[config.mk]
export PLATFORM = sky130hd
export DESIGN_NAME = dmem_arbiter
export DESIGN_NICKNAME = d
export VERILOG_FILES = /design/src/rtl/dmem_arbiter_pkg.sv /design/src/rtl/dmem_arbiter_rr_pick2.sv /design/src/rtl/dmem_arbiter.sv
export SDC_FILE = /design/constraint.sdc
export NUM_CORES = 1
export LEC_CHECK = 0
export CAP_MARGIN = 15
export CORE_MARGIN = 3
export CORE_UTILIZATION = 36
export DETAILED_ROUTE_END_ITERATION = 12
export GPL_TIMING_DRIVEN = 0
export HOLD_SLACK_MARGIN = 0.08
export PLACE_DENSITY = 0.75
export SLEW_MARGIN = 40
export SYNTH_ARGS = -nofsm -noshare
export SYNTH_HDL_FRONTEND = slang
export SYNTH_SLANG_ARGS = --single-unit
export TNS_END_PERCENT = 10
[constraint.sdc]
create_clock -name clk -period 1.4 [get_ports clk]
set_input_delay 0.14 -clock clk [delete_from_list [all_inputs] [get_ports clk]]
set_output_delay 0.14 -clock clk [all_outputs]
set_load 0.05 [all_outputs]
[src/rtl/dmem_arbiter_pkg.sv]
// -----------------------------------------------------------------------------
// dmem_arbiter_pkg
// Shared definitions for the data-memory arbiter:
//   - state_t : FSM state encoding (IDLE -> ACCESS -> ACK -> IDLE)
//   - PORT0/PORT1 : requester index values
//   - tie_winner() : tie-break helper used by the winner picker
// -----------------------------------------------------------------------------
package dmem_arbiter_pkg;

    typedef enum logic [1:0] {
        IDLE   = 2'd0,
        ACCESS = 2'd1,
        ACK    = 2'd2
    } state_t;

    localparam logic PORT0 = 1'b0;
    localparam logic PORT1 = 1'b1;

    // Both ports requesting: fixed priority favours port 0, otherwise the
    // port that was not granted last time wins.
    function automatic logic tie_winner(input logic prio_fixed, input logic last_grant);
        logic win;
        if (prio_fixed) begin
            win = PORT0;
        end else begin
            win = ~last_grant;
        end
        return win;
    endfunction

endpackage

[src/rtl/dmem_arbiter_rr_pick2.sv]
// -----------------------------------------------------------------------------
// rr_pick2
// Combinational two-way winner select.
// Ports:
//   i_req0, i_req1   request lines of port 0 / port 1
//   i_last_grant     index of the port granted most recently
//   o_valid          at least one request present
//   o_idx            index of the winning port (PORT0 when nothing requests)
// Parameter PRIO_FIXED: 0 = round-robin on ties, 1 = port 0 wins ties.
// -----------------------------------------------------------------------------
module rr_pick2
    import dmem_arbiter_pkg::*;
#(
    parameter bit PRIO_FIXED = 1'b0
) (
    input  logic i_req0,
    input  logic i_req1,
    input  logic i_last_grant,
    output logic o_valid,
    output logic o_idx
);

    // Winner selection; single requester always wins outright.
    always_comb begin
        o_valid = i_req0 | i_req1;
        o_idx   = PORT0;
        if (i_req0 && i_req1) begin
            o_idx = tie_winner(PRIO_FIXED, i_last_grant);
        end else if (i_req1) begin
            o_idx = PORT1;
        end else begin
            o_idx = PORT0;
        end
    end

endmodule

[src/rtl/dmem_arbiter.sv]
// -----------------------------------------------------------------------------
// dmem_arbiter
// Shares a single-port data memory between port 0 (pipeline MEM stage) and
// port 1 (debug/DMA loader). One request is latched at a time; the memory
// strobes are driven for exactly one cycle, then the winner gets a one-cycle
// ack together with its read data. Every output comes from a flop.
// Ports:
//   clk, rst_n                  clock, asynchronous active-low reset
//   pX_req/pX_we/pX_addr/pX_wdata  request side of port X (held until ack)
//   pX_ack/pX_rdata             completion pulse and read data of port X
//   mem_we/mem_re/mem_addr/mem_wdata  memory control pins
//   mem_rdata                   memory read data
//   busy                        high whenever the FSM is not in IDLE
// -----------------------------------------------------------------------------
module dmem_arbiter
    import dmem_arbiter_pkg::*;
#(
    parameter int ADDR_W     = 8,
    parameter int DATA_W     = 8,
    parameter bit PRIO_FIXED = 1'b0
) (
    input  logic              clk,
    input  logic              rst_n,
    input  logic              p0_req,
    input  logic              p0_we,
    input  logic [ADDR_W-1:0] p0_addr,
    input  logic [DATA_W-1:0] p0_wdata,
    output logic              p0_ack,
    output logic [DATA_W-1:0] p0_rdata,
    input  logic              p1_req,
    input  logic              p1_we,
    input  logic [ADDR_W-1:0] p1_addr,
    input  logic [DATA_W-1:0] p1_wdata,
    output logic              p1_ack,
    output logic [DATA_W-1:0] p1_rdata,
    output logic              mem_we,
    output logic              mem_re,
    output logic [ADDR_W-1:0] mem_addr,
    output logic [DATA_W-1:0] mem_wdata,
    input  logic [DATA_W-1:0] mem_rdata,
    output logic              busy
);

    state_t              r_state;
    state_t              w_next_state;
    logic                r_winner;
    logic                r_last_grant;
    logic                r_mem_we;
    logic                r_mem_re;
    logic [ADDR_W-1:0]   r_mem_addr;
    logic [DATA_W-1:0]   r_mem_wdata;
    logic                r_p0_ack;
    logic                r_p1_ack;
    logic [DATA_W-1:0]   r_p0_rdata;
    logic [DATA_W-1:0]   r_p1_rdata;
    logic                r_busy;
    logic                w_pick_valid;
    logic                w_pick_idx;

    rr_pick2 #(
        .PRIO_FIXED (PRIO_FIXED)
    ) u_pick (
        .i_req0       (p0_req),
        .i_req1       (p1_req),
        .i_last_grant (r_last_grant),
        .o_valid      (w_pick_valid),
        .o_idx        (w_pick_idx)
    );

    // State register.
    always_ff @(posedge clk or negedge rst_n) begin
        if (!rst_n) begin
            r_state <= IDLE;
        end else begin
            r_state <= w_next_state;
        end
    end

    // Next-state logic: fixed three-step cycle, IDLE waits for a request.
    always_comb begin
        w_next_state = r_state;
        case (r_state)
            IDLE: begin
                if (w_pick_valid) begin
                    w_next_state = ACCESS;
                end else begin
                    w_next_state = IDLE;
                end
            end
            ACCESS:  w_next_state = ACK;
            ACK:     w_next_state = IDLE;
            default: w_next_state = IDLE;
        endcase
    end

    // Output registers: memory pins, acks, read data, grant history, busy.
    always_ff @(posedge clk or negedge rst_n) begin
        if (!rst_n) begin
            r_winner     <= PORT0;
            r_last_grant <= PORT1;
            r_mem_we     <= 1'b0;
            r_mem_re     <= 1'b0;
            r_mem_addr   <= '0;
            r_mem_wdata  <= '0;
            r_p0_ack     <= 1'b0;
            r_p1_ack     <= 1'b0;
            r_p0_rdata   <= '0;
            r_p1_rdata   <= '0;
            r_busy       <= 1'b0;
        end else begin
            case (r_state)
                IDLE: begin
                    r_p0_ack <= 1'b0;
                    r_p1_ack <= 1'b0;
                    if (w_pick_valid) begin
                        // The winner's address/data are sampled only now, so a
                        // port that lost earlier is served with its current values.
                        r_winner <= w_pick_idx;
                        if (w_pick_idx == PORT1) begin
                            r_mem_addr  <= p1_addr;
                            r_mem_wdata <= p1_wdata;
                            r_mem_we    <= p1_we;
                            r_mem_re    <= ~p1_we;
                        end else begin
                            r_mem_addr  <= p0_addr;
                            r_mem_wdata <= p0_wdata;
                            r_mem_we    <= p0_we;
                            r_mem_re    <= ~p0_we;
                        end
                    end else begin
                        r_mem_we <= 1'b0;
                        r_mem_re <= 1'b0;
                    end
                end
                ACCESS: begin
                    r_mem_we <= 1'b0;
                    r_mem_re <= 1'b0;
                    if (r_mem_re) begin
                        if (r_winner == PORT1) begin
                            r_p1_rdata <= mem_rdata;
                        end else begin
                            r_p0_rdata <= mem_rdata;
                        end
                    end else begin
                        r_p0_rdata <= r_p0_rdata;
                    end
                    // The ack fires even if the requester dropped req mid-access.
                    r_p0_ack     <= (r_winner == PORT0);
                    r_p1_ack     <= (r_winner == PORT1);
                    r_last_grant <= r_winner;
                end
                ACK: begin
                    r_p0_ack <= 1'b0;
                    r_p1_ack <= 1'b0;
                end
                default: begin
                    r_mem_we <= 1'b0;
                    r_mem_re <= 1'b0;
                    r_p0_ack <= 1'b0;
                    r_p1_ack <= 1'b0;
                end
            endcase
            r_busy <= (w_next_state != IDLE);
        end
    end

    assign mem_we    = r_mem_we;
    assign mem_re    = r_mem_re;
    assign mem_addr  = r_mem_addr;
    assign mem_wdata = r_mem_wdata;
    assign p0_ack    = r_p0_ack;
    assign p1_ack    = r_p1_ack;
    assign p0_rdata  = r_p0_rdata;
    assign p1_rdata  = r_p1_rdata;
    assign busy      = r_busy;

endmodule

Yosys cells after proc, flatten, opt, wreduce, memory -nomap -nowiden

Cells that the tools add are included.

Bitwise operators: 5
Reductions and logical operators: 6
Mux-type cells: 14
Equal/unequal tests: 2

Operator list:

| cell                                                                  | number |
|---|---|
| 8-bit two-way mux                                                     | 2 |
| 1-bit two-way mux                                                     | 9 |
| 3-bit AND reduction                                                   | 2 |
| 1-bit NOT                                                             | 4 |
| 1-bit case mux with 2 select lines                                    | 2 |
| 2-bit case mux with 2 select lines                                    | 1 |
| 2-bit by 1-bit equality test with 1-bit output, second input constant | 1 |
| 2-bit equality test, second input constant                            | 1 |
| 2-bit zero test                                                       | 1 |
| 2-bit AND reduction                                                   | 1 |
| 2-bit nonzero test                                                    | 1 |
| 1-bit logical AND                                                     | 1 |
| 1-bit OR                                                              | 1 |

Flip-flop bits (word level): 41
Logic and storage cells: 39
Input bits: 46

Depth between registers and ports, before layout

Gate-level depths: netlist (run 1).

Depth after elaboration: 5
Mapped depth: 4
Depth with buffers taken out: 3

Hierarchy

From an unflattened synthesis (run 1), not the netlist that was laid out.

Cell total of the unflattened synthesis: 110
Area, all modules: 1780.5 um^2

Modules (own cells, without submodules):

| module       | cells each | times used | area each (um^2) | sequential area each (um^2) |
|---|---|---|---|---|
| dmem_arbiter | 108        | 1          | 1766.7           | 1027.2 |
| rr_pick2     | 2          | 1          | 13.8             | 0.0 |

Least setup slack after synthesis (run 1)

No wires, ideal clock.

Path kind: register to register
From: register r_mem_re, in the netlist mem_re
To: register r_p0_rdata[0], in the netlist p0_rdata[0]
Cell stages (with the launch flop): 3
Slack: -0.164 ns
Data required time: 1.275 ns
Setup time: 0.125 ns
Arrival: 1.439 ns
Cell sequence: dfrtp_1 -> nor3b_4 -> mux2_2

Longest elaborated chain between the ends: 1

RTL lines:

| item                          | line                | source |
|---|---|---|
| start: declaration            | dmem_arbiter.sv:49  | `logic r_mem_re;` |
| start signal: assignment      | dmem_arbiter.sv:123 | `r_mem_re <= ~p1_we;` |
| start signal: assignment      | dmem_arbiter.sv:128 | `r_mem_re <= ~p0_we;` |
| 3-bit AND reduction (no line) | -                   |  |
| end signal: assignment        | dmem_arbiter.sv:142 | `r_p0_rdata <= mem_rdata;` |
| end signal: assignment        | dmem_arbiter.sv:145 | `r_p0_rdata <= r_p0_rdata;` |
| end: declaration              | dmem_arbiter.sv:54  | `logic [DATA_W-1:0] r_p0_rdata;` |

Every way passes these cells.
A chain may end at the register's enable or synchronous reset.

Final worst setup path (run 1)

From: register r_state[1]
To: register r_p0_rdata[1], in the netlist p0_rdata[1]

Longest elaborated chain between the ends: 2

RTL lines:

| item                                           | line                | source |
|---|---|---|
| start: declaration                             | dmem_arbiter.sv:44  | `state_t r_state;` |
| start signal: assignment                       | dmem_arbiter.sv:75  | `r_state <= w_next_state;` |
| 2-bit by 1-bit equality test with 1-bit output | dmem_arbiter.sv:111 | `case (r_state)` |
| 3-bit AND reduction (no line)                  | -                   |  |

Every way passes these cells.

==> qor.yml, run 1 <==
min_path:
  hold_class: "primary input to register"
  whs_path_depth: 3
  min_to: "busy"
  worstHoldStart: "p1_req"
power_and_ir_drop:
  p_per_area_mw_per_mm2: 2462
  power.leakage_nw: 1.394
  peakVddDrop_v: 0.001333
global_routing:
  gr-total-overflow: 0
  grt_pass1_vias: 1385
  grt_pass1_wl_um: 6203
  grt_max_degree: 42
  track_usage: 0.1461
  antenna_found_initial: 0
timing:
  fin_skew_ps: 2.300
  maxSlewViolCount: 0
  layout_setup_ws_ps: -61.54
  hold_slack_ps: 297.1
  min_period_ps: 1462
  finalSetupViolCount: 24
  min_period_over_period: 1.044
  hold_viol_final: 0
  finalSetupTns_ps: -1055
  worst_pin_slew_ps: 512.2
  fmax_ghz: 0.6842
  grt_setup_unrepaired: "true"
  relSlewSlack: 0.6599
synthesis:
  yosysWarnings: 0
  synth_edf_count: 0
  syn_area_mm2: 0.001754
  async_reset_ff_frac: 1.000
  netlist_top_cells_count: "mux2_2, dfrtp_1, nor2_1"
  ys_top_cells_by_area: "dfrtp_1, mux2_2, dfstp_2"
  synth_nets: 155
  synth-main-ff-cell: "dfrtp_1"
  ys_seq_area_frac: 0.5856
  synth.distinct_cells: 19
  synth_cells: 109
  synth_area_per_cell_um2: 16.09
  synth_seq_cells: 41
  synth.most_common_cell: "mux2_2"
  yosysTopAreaCell: "dfrtp_1"
  synth_top_area_share: 0.5706
critical_path:
  r2r_cells: 4
  cp_slowest_stage_delay_ps: 460
  crit_type: "register to register"
  crit_required_ps: 1580
  reg2reg_from: "r_state[1]"
  cp_slowest_cell: "dfrtp_2"
  crit_fanout: 6
  worstPathCellList: "nand2b_4 -> nor3b_4 -> buf_6 -> mux2_4"
  setup.worst_path.end_class: "register"
  startpoint_type: "register"
  cp.arrival_ps: 1640
  r2r_end: "p0_rdata[1]"
  rrSetupSlack_ps: -60
detailed_routing:
  firstDrtPassIters: 4
  via_per_inst: 4.555
  drc: 0
  avgRoutedWirePerCell_um: 15.31
  drtIter0Drc: 11
  antenna_left: 0
  drt-total-wl_um: 4165
  vias: 1239
status:
  failed_checks: "setup timing"
  outcome: "finished, violations left"
clock_tree:
  clock_sinks: 41
  cts_tree: "yes"
  cts_htree_levels: 2
  cts_buffer_depth: 2
  root_buffer: "clkbuf_8"
  cts_inserted_buffers: 5
  clk_pin_slew_worst_paths_ps: 80
  clk_latency_ps: 290
final_layout:
  design_area_mm2: 0.002924
  antenna_cells: 0
  syn_to_final_growth_pct: 66.69
  n_fill_cell: 360
  drive_gt1_frac: 0.3865
  final_cells: 272
  layout.nets: 252
die:
  fp.dieH_um: 75.81
  start_util: 0.3869
  placeableCoreArea_mm2: 0.004534
  io_pins: 83
  die_w_um: 75.81
  die_area_mm2: 0.005746
  rows: 24
placed_design:
  finalWeightedCongestion: 0.7102
  dp_hpwl_um: 3002
  pre_cts_slack_ps: -576.0
  port-buffer-count: 82
  placed_cells: 256
  place_area_mm2: 0.002720
job:
  drv_cap: 0
==> layer usage <==
layer	vias up	GRT usage	wire, um
li1	586	-	-
met1	591	0.1681	1687
met2	54	0.2500	2094
met3	8	0.04354	315
met4	0	0.06408	68
met5	-	0	0
==> power by group <==
group          internal [mW]  total, mW  switching [mW]  leakage, nW
Combinational           1.65       4.31            2.65        0.864
Sequential              1.79       2.14           0.355        0.486
Clock                  0.344      0.749           0.405       0.0439
Total                   3.78       7.20            3.41         1.39
==> sequential cells by signal (all words and copies together) (netlist names) <==
| register | count |
|---|---|
| mem_re | 1 |
| p1_ack | 1 |
| p0_rdata | 8 |
| mem_we | 1 |
| r_last_grant | 1 |
| r_state | 2 |
| p1_rdata | 8 |
| mem_wdata | 8 |
| busy | 1 |
| mem_addr | 8 |
| p0_ack | 1 |
| r_winner | 1 |
==> cell type report <==
| class | instances | area, um2 | area share |
|---|---|---|---|
| plain buffers | 1 | 11.26 | 0.003851 |
| clock buffers | 5 | 68.82 | 0.02353 |
| clock inverters | 3 | 17.52 | 0.005991 |
| inverters | 1 | 3.754 | 0.001284 |
| multi-input cells | 65 | 852.1 | 0.2914 |
| flip-flops and latches | 41 | 1031 | 0.3526 |
| well taps | 65 | 81.33 | 0.02781 |
| repair buffers | 91 | 858.3 | 0.2935 |
==> worst max-delay path, delay by kind of cell (launching register included) <==
kind | cells | cell delay, ps
buffers and inverters | 1 | 170
flip-flops | 1 | 460
multiplexers | 1 | 300
AND/OR/NAND/NOR | 2 | 420
==> stage by stage <==
| stage | total power [mW] | utilization |
|---|---|---|
| detailed placement | 6.568 | 0.5999 |
| global route | 7.558 | 0.6449 |
| global placement | 6.494 | 0.6004 |
| finish | 7.198 | 0.6449 |
| CTS | 7.039 | 0.6258 |
| floorplan | 5.109 | - |
==> cells in the final DEF, fill, tap and decap left out, drive strengths merged <==
cell type	Yosys	layout
clkbuf	0	6
a22o	1	1
a21boi	1	1
inv	1	1
dlygate4sd2	0	38
clkinv	0	2
and3b	1	1
dfstp	1	1
nor3	2	2
dfrtp	40	40
a21o	1	1
mux2	49	49
nor2	3	3
buf	2	10
nand2	2	2
clkdlybuf4s50	0	42
nand2b	1	1
dlygate4sd3	0	1
mux2i	1	1
clkinvlp	0	1
nor3b	1	1
and2b	1	1
o41ai	1	1
==> worst max-delay path by stage <==
stage	startpoint	to	slack [ps]	depth (start not counted)
finish	r_state[1]	p0_rdata[1]	-60	4
global route	r_state[1]	p0_rdata[1]	-110	4
CTS	r_state[1]	p0_rdata[1]	-170	3
detailed placement	p0_req	mem_addr[4]	-580	5
global placement	rst_n	r_state[0]	-910	1
floorplan	r_last_grant	mem_addr[2]	-80	4
==> timing repair <==
item                       CTS  global route
hold endpoints to repair    40             0
setup endpoints to repair   69            34
gates resized for setup     42            31
setup buffers                5             3
hold buffers                 1             0
pin swaps                    2             2
cloned                       1             0
==> cell families after synthesis <==
kind of cell / after synthesis / share of synthesized area
AO/OA/AOI/OAI: 4 / 0.02568
flip-flops: 41 / 0.5856
AND/OR/NAND/NOR: 11 / 0.05350
buffers and inverters: 3 / 0.01498
multiplexers: 50 / 0.3203
(Power assumes the default switching activity.)
==> inputs of run 2 (changes only) <==
--- a/config.mk
+++ b/config.mk
@@ -7,13 +7,12 @@
 export LEC_CHECK = 0
 export CAP_MARGIN = 15
 export CORE_MARGIN = 3
-export CORE_UTILIZATION = 36
+export CORE_UTILIZATION = 26
 export DETAILED_ROUTE_END_ITERATION = 12
 export GPL_TIMING_DRIVEN = 0
 export HOLD_SLACK_MARGIN = 0.08
-export PLACE_DENSITY = 0.75
 export SLEW_MARGIN = 40
 export SYNTH_ARGS = -nofsm -noshare
 export SYNTH_HDL_FRONTEND = slang
 export SYNTH_SLANG_ARGS = --single-unit
-export TNS_END_PERCENT = 10
+export TNS_END_PERCENT = 100
==> qor.yml, run 2 (synthesized netlist as in run 1, its figures left out) <==
final_layout:
  drive_gt1_frac: 0.4065
  regArea_mm2: 0.001031
  design_area_mm2: 0.003020
  multi_input_area_um2: 827.0
  final_cells: 291
  antenna_cells: 0
  final_cell_mix: "clkdlybuf4s50_1, dfrtp_1, dlygate4sd2_1"
  n_fill_cell: 616
  layout.nets: 259
  final_common_cell: "clkdlybuf4s50_1"
  syn_to_final_growth_pct: 72.18
timing:
  finalSetupViolCount: 16
  fmax_ghz: 0.6424
  layout_setup_ws_ps: -156.8
  relSlewSlack: 0.6397
  min_period_ps: 1557
  worst_pin_slew_ps: 540.4
  maxSlewViolCount: 0
  grt_setup_unrepaired: "true"
  hold_viol_final: 0
  min_period_over_period: 1.112
  fin_skew_ps: 5.887
critical_path:
  crit_type: "register to register"
  cp.arrival_ps: 1730
  r2r_cells: 5
  setup.worst_path.end_class: "register"
  crit_fanout: 5
  crit_required_ps: 1570
  cp_slowest_cell: "dfstp_2"
  cp_slowest_stage_delay_ps: 560
  worst_path_most_repeated_cell: "mux2_4"
  startpoint_type: "register"
  worstPathCellList: "a21boi_4 -> buf_12 -> buf_8 -> mux2_4 -> mux2_4"
clock_tree:
  root_buffer: "clkbuf_8"
  clk_latency_ps: 290
  cts_htree_levels: 2
  clock_sinks: 41
  cts_inserted_buffers: 5
  clk_pin_slew_worst_paths_ps: 80
  cts_tree: "yes"
  cts_buffer_depth: 2
placed_design:
  finalWeightedCongestion: 0.6745
  dp_hpwl_um: 2874
  port-buffer-count: 82
  placed_cells: 268
  place_area_mm2: 0.002750
detailed_routing:
  met1Wirelength_um: 1854
  firstDrtPassIters: 2
  dr.max_layer_used: "met4"
  met2WireLength_um: 1814
  via_per_inst: 4.357
  vias: 1268
  drc: 0
  drtIter0Drc: 11
  drt-total-wl_um: 4250
  antenna_left: 0
  met3WireLength_um: 513
  avgRoutedWirePerCell_um: 14.60
min_path:
  hold_class: "primary input to register"
  whs_path_depth: 3
power_and_ir_drop:
  intPower_mw: 3.927
  seqPwrFrac: 0.291
  p_per_area_mw_per_mm2: 2424
  power.leakage_nw: 1.402
  p_comb_frac: 0.602
  switching_share: 0.4637
  p_total_mw: 7.322
  power.switching_mw: 3.395
  p_clk_frac: 0.107
  peakVddDrop_v: 0.001061
global_routing:
  track_usage: 0.1150
  gr-total-overflow: 0
  grt_max_degree: 42
  grt_pass1_wl_um: 6630
  antenna_found_initial: 0
  grt_pass1_vias: 1367
die:
  fp.dieH_um: 88.14
  die_area_mm2: 0.007769
  io_pins: 83
  rows: 29
  die_w_um: 88.14
  start_util: 0.2716
  placeableCoreArea_mm2: 0.006459
status:
  outcome: "finished, violations left"
  failed_checks: "setup timing"
job:
  drv_cap: 0
run 2: cell types whose count changed in the layout (fill, tap and decap cells not counted), sizes merged:
cell / delta
clkbuf: +3
clkinvlp: -1
buf: +7
clkinv: -2
clkdlybuf4s50: +1
dlygate4sd2: -1
run 2: worst max-delay path: cells and delay by family (launching register included):
| family | cells | cell delay (ps) |
|---|---|---|
| DFF | 1 | 560 |
| muxes | 2 | 550 |
| buffers and inverters | 2 | 260 |
| AOI/OAI and AO/OA | 1 | 70 |
run 2: repair_timing:
| item | in CTS | in global routing |
|---|---|---|
| hold endpoints to repair | 40 | 0 |
| gates cloned | 2 | 0 |
| resized for setup | 54 | 6 |
| setup buffers | 11 | 2 |
| pin swaps | 2 | 3 |
| hold buffers | 1 | 0 |
| endpoints found under the setup margin | 72 | 28 |
run 2: path summary, 6_finish.rpt:
check | slack, ps | start | endpoint
setup / recovery | -160 | r_last_grant | mem_addr[6]
hold / removal | 300 | p1_req | busy
setup reg to reg | -160 | r_last_grant | mem_addr[6]
hold reg to reg | 480 | mem_we | mem_we
max in group asynchronous | 620 | rst_n | r_state[0]
min in group asynchronous | 380 | rst_n | mem_addr[5]
run 2: power by group through the flow:
stage | Clock (mW) | Sequential (mW) | Combinational, mW
6_report | 0.783 | 2.13 | 4.41
4_1_cts | 0.827 | 2.14 | 4.43
3_3_place_gp | 0 | 2.17 | 4.42
3_5_place_dp | 0 | 2.17 | 4.44
5_1_grt | 0.887 | 2.21 | 4.61
2_1_floorplan | 0 | 4.02 | 1.13
run 2: through the flow:
step	hold WS, ps	worst slack (ps)	utilization	setup TNS (ps)
2_1_floorplan	-155.6	-80.76	-	-1143
3_3_place_gp	467.5	-1132	0.4262	-51080
3_5_place_dp	166.4	-576.4	0.4258	-12020
4_1_cts	289.3	-166.7	0.4636	-2066
5_1_grt	285.2	-200.9	0.4676	-2915
6_report	299.3	-156.8	0.4676	-1783
run 2: routing by layer:
metal | vias to the layer above | GRT usage
met4 | 0 | 0.03709
met3 | 4 | 0.06585
li1 | 601 | -
met5 | - | 0
met2 | 71 | 0.1699
met1 | 592 | 0.1421
run 2: area by class of cell:
cell class | instances | area share
timing repair buffer | 97 | 0.3132
sequential | 41 | 0.3413
tap | 77 | 0.03190
buffer | 2 | 0.008699
clock buffer | 8 | 0.02983
inverter | 1 | 0.001243
multi-input combinational | 65 | 0.2738
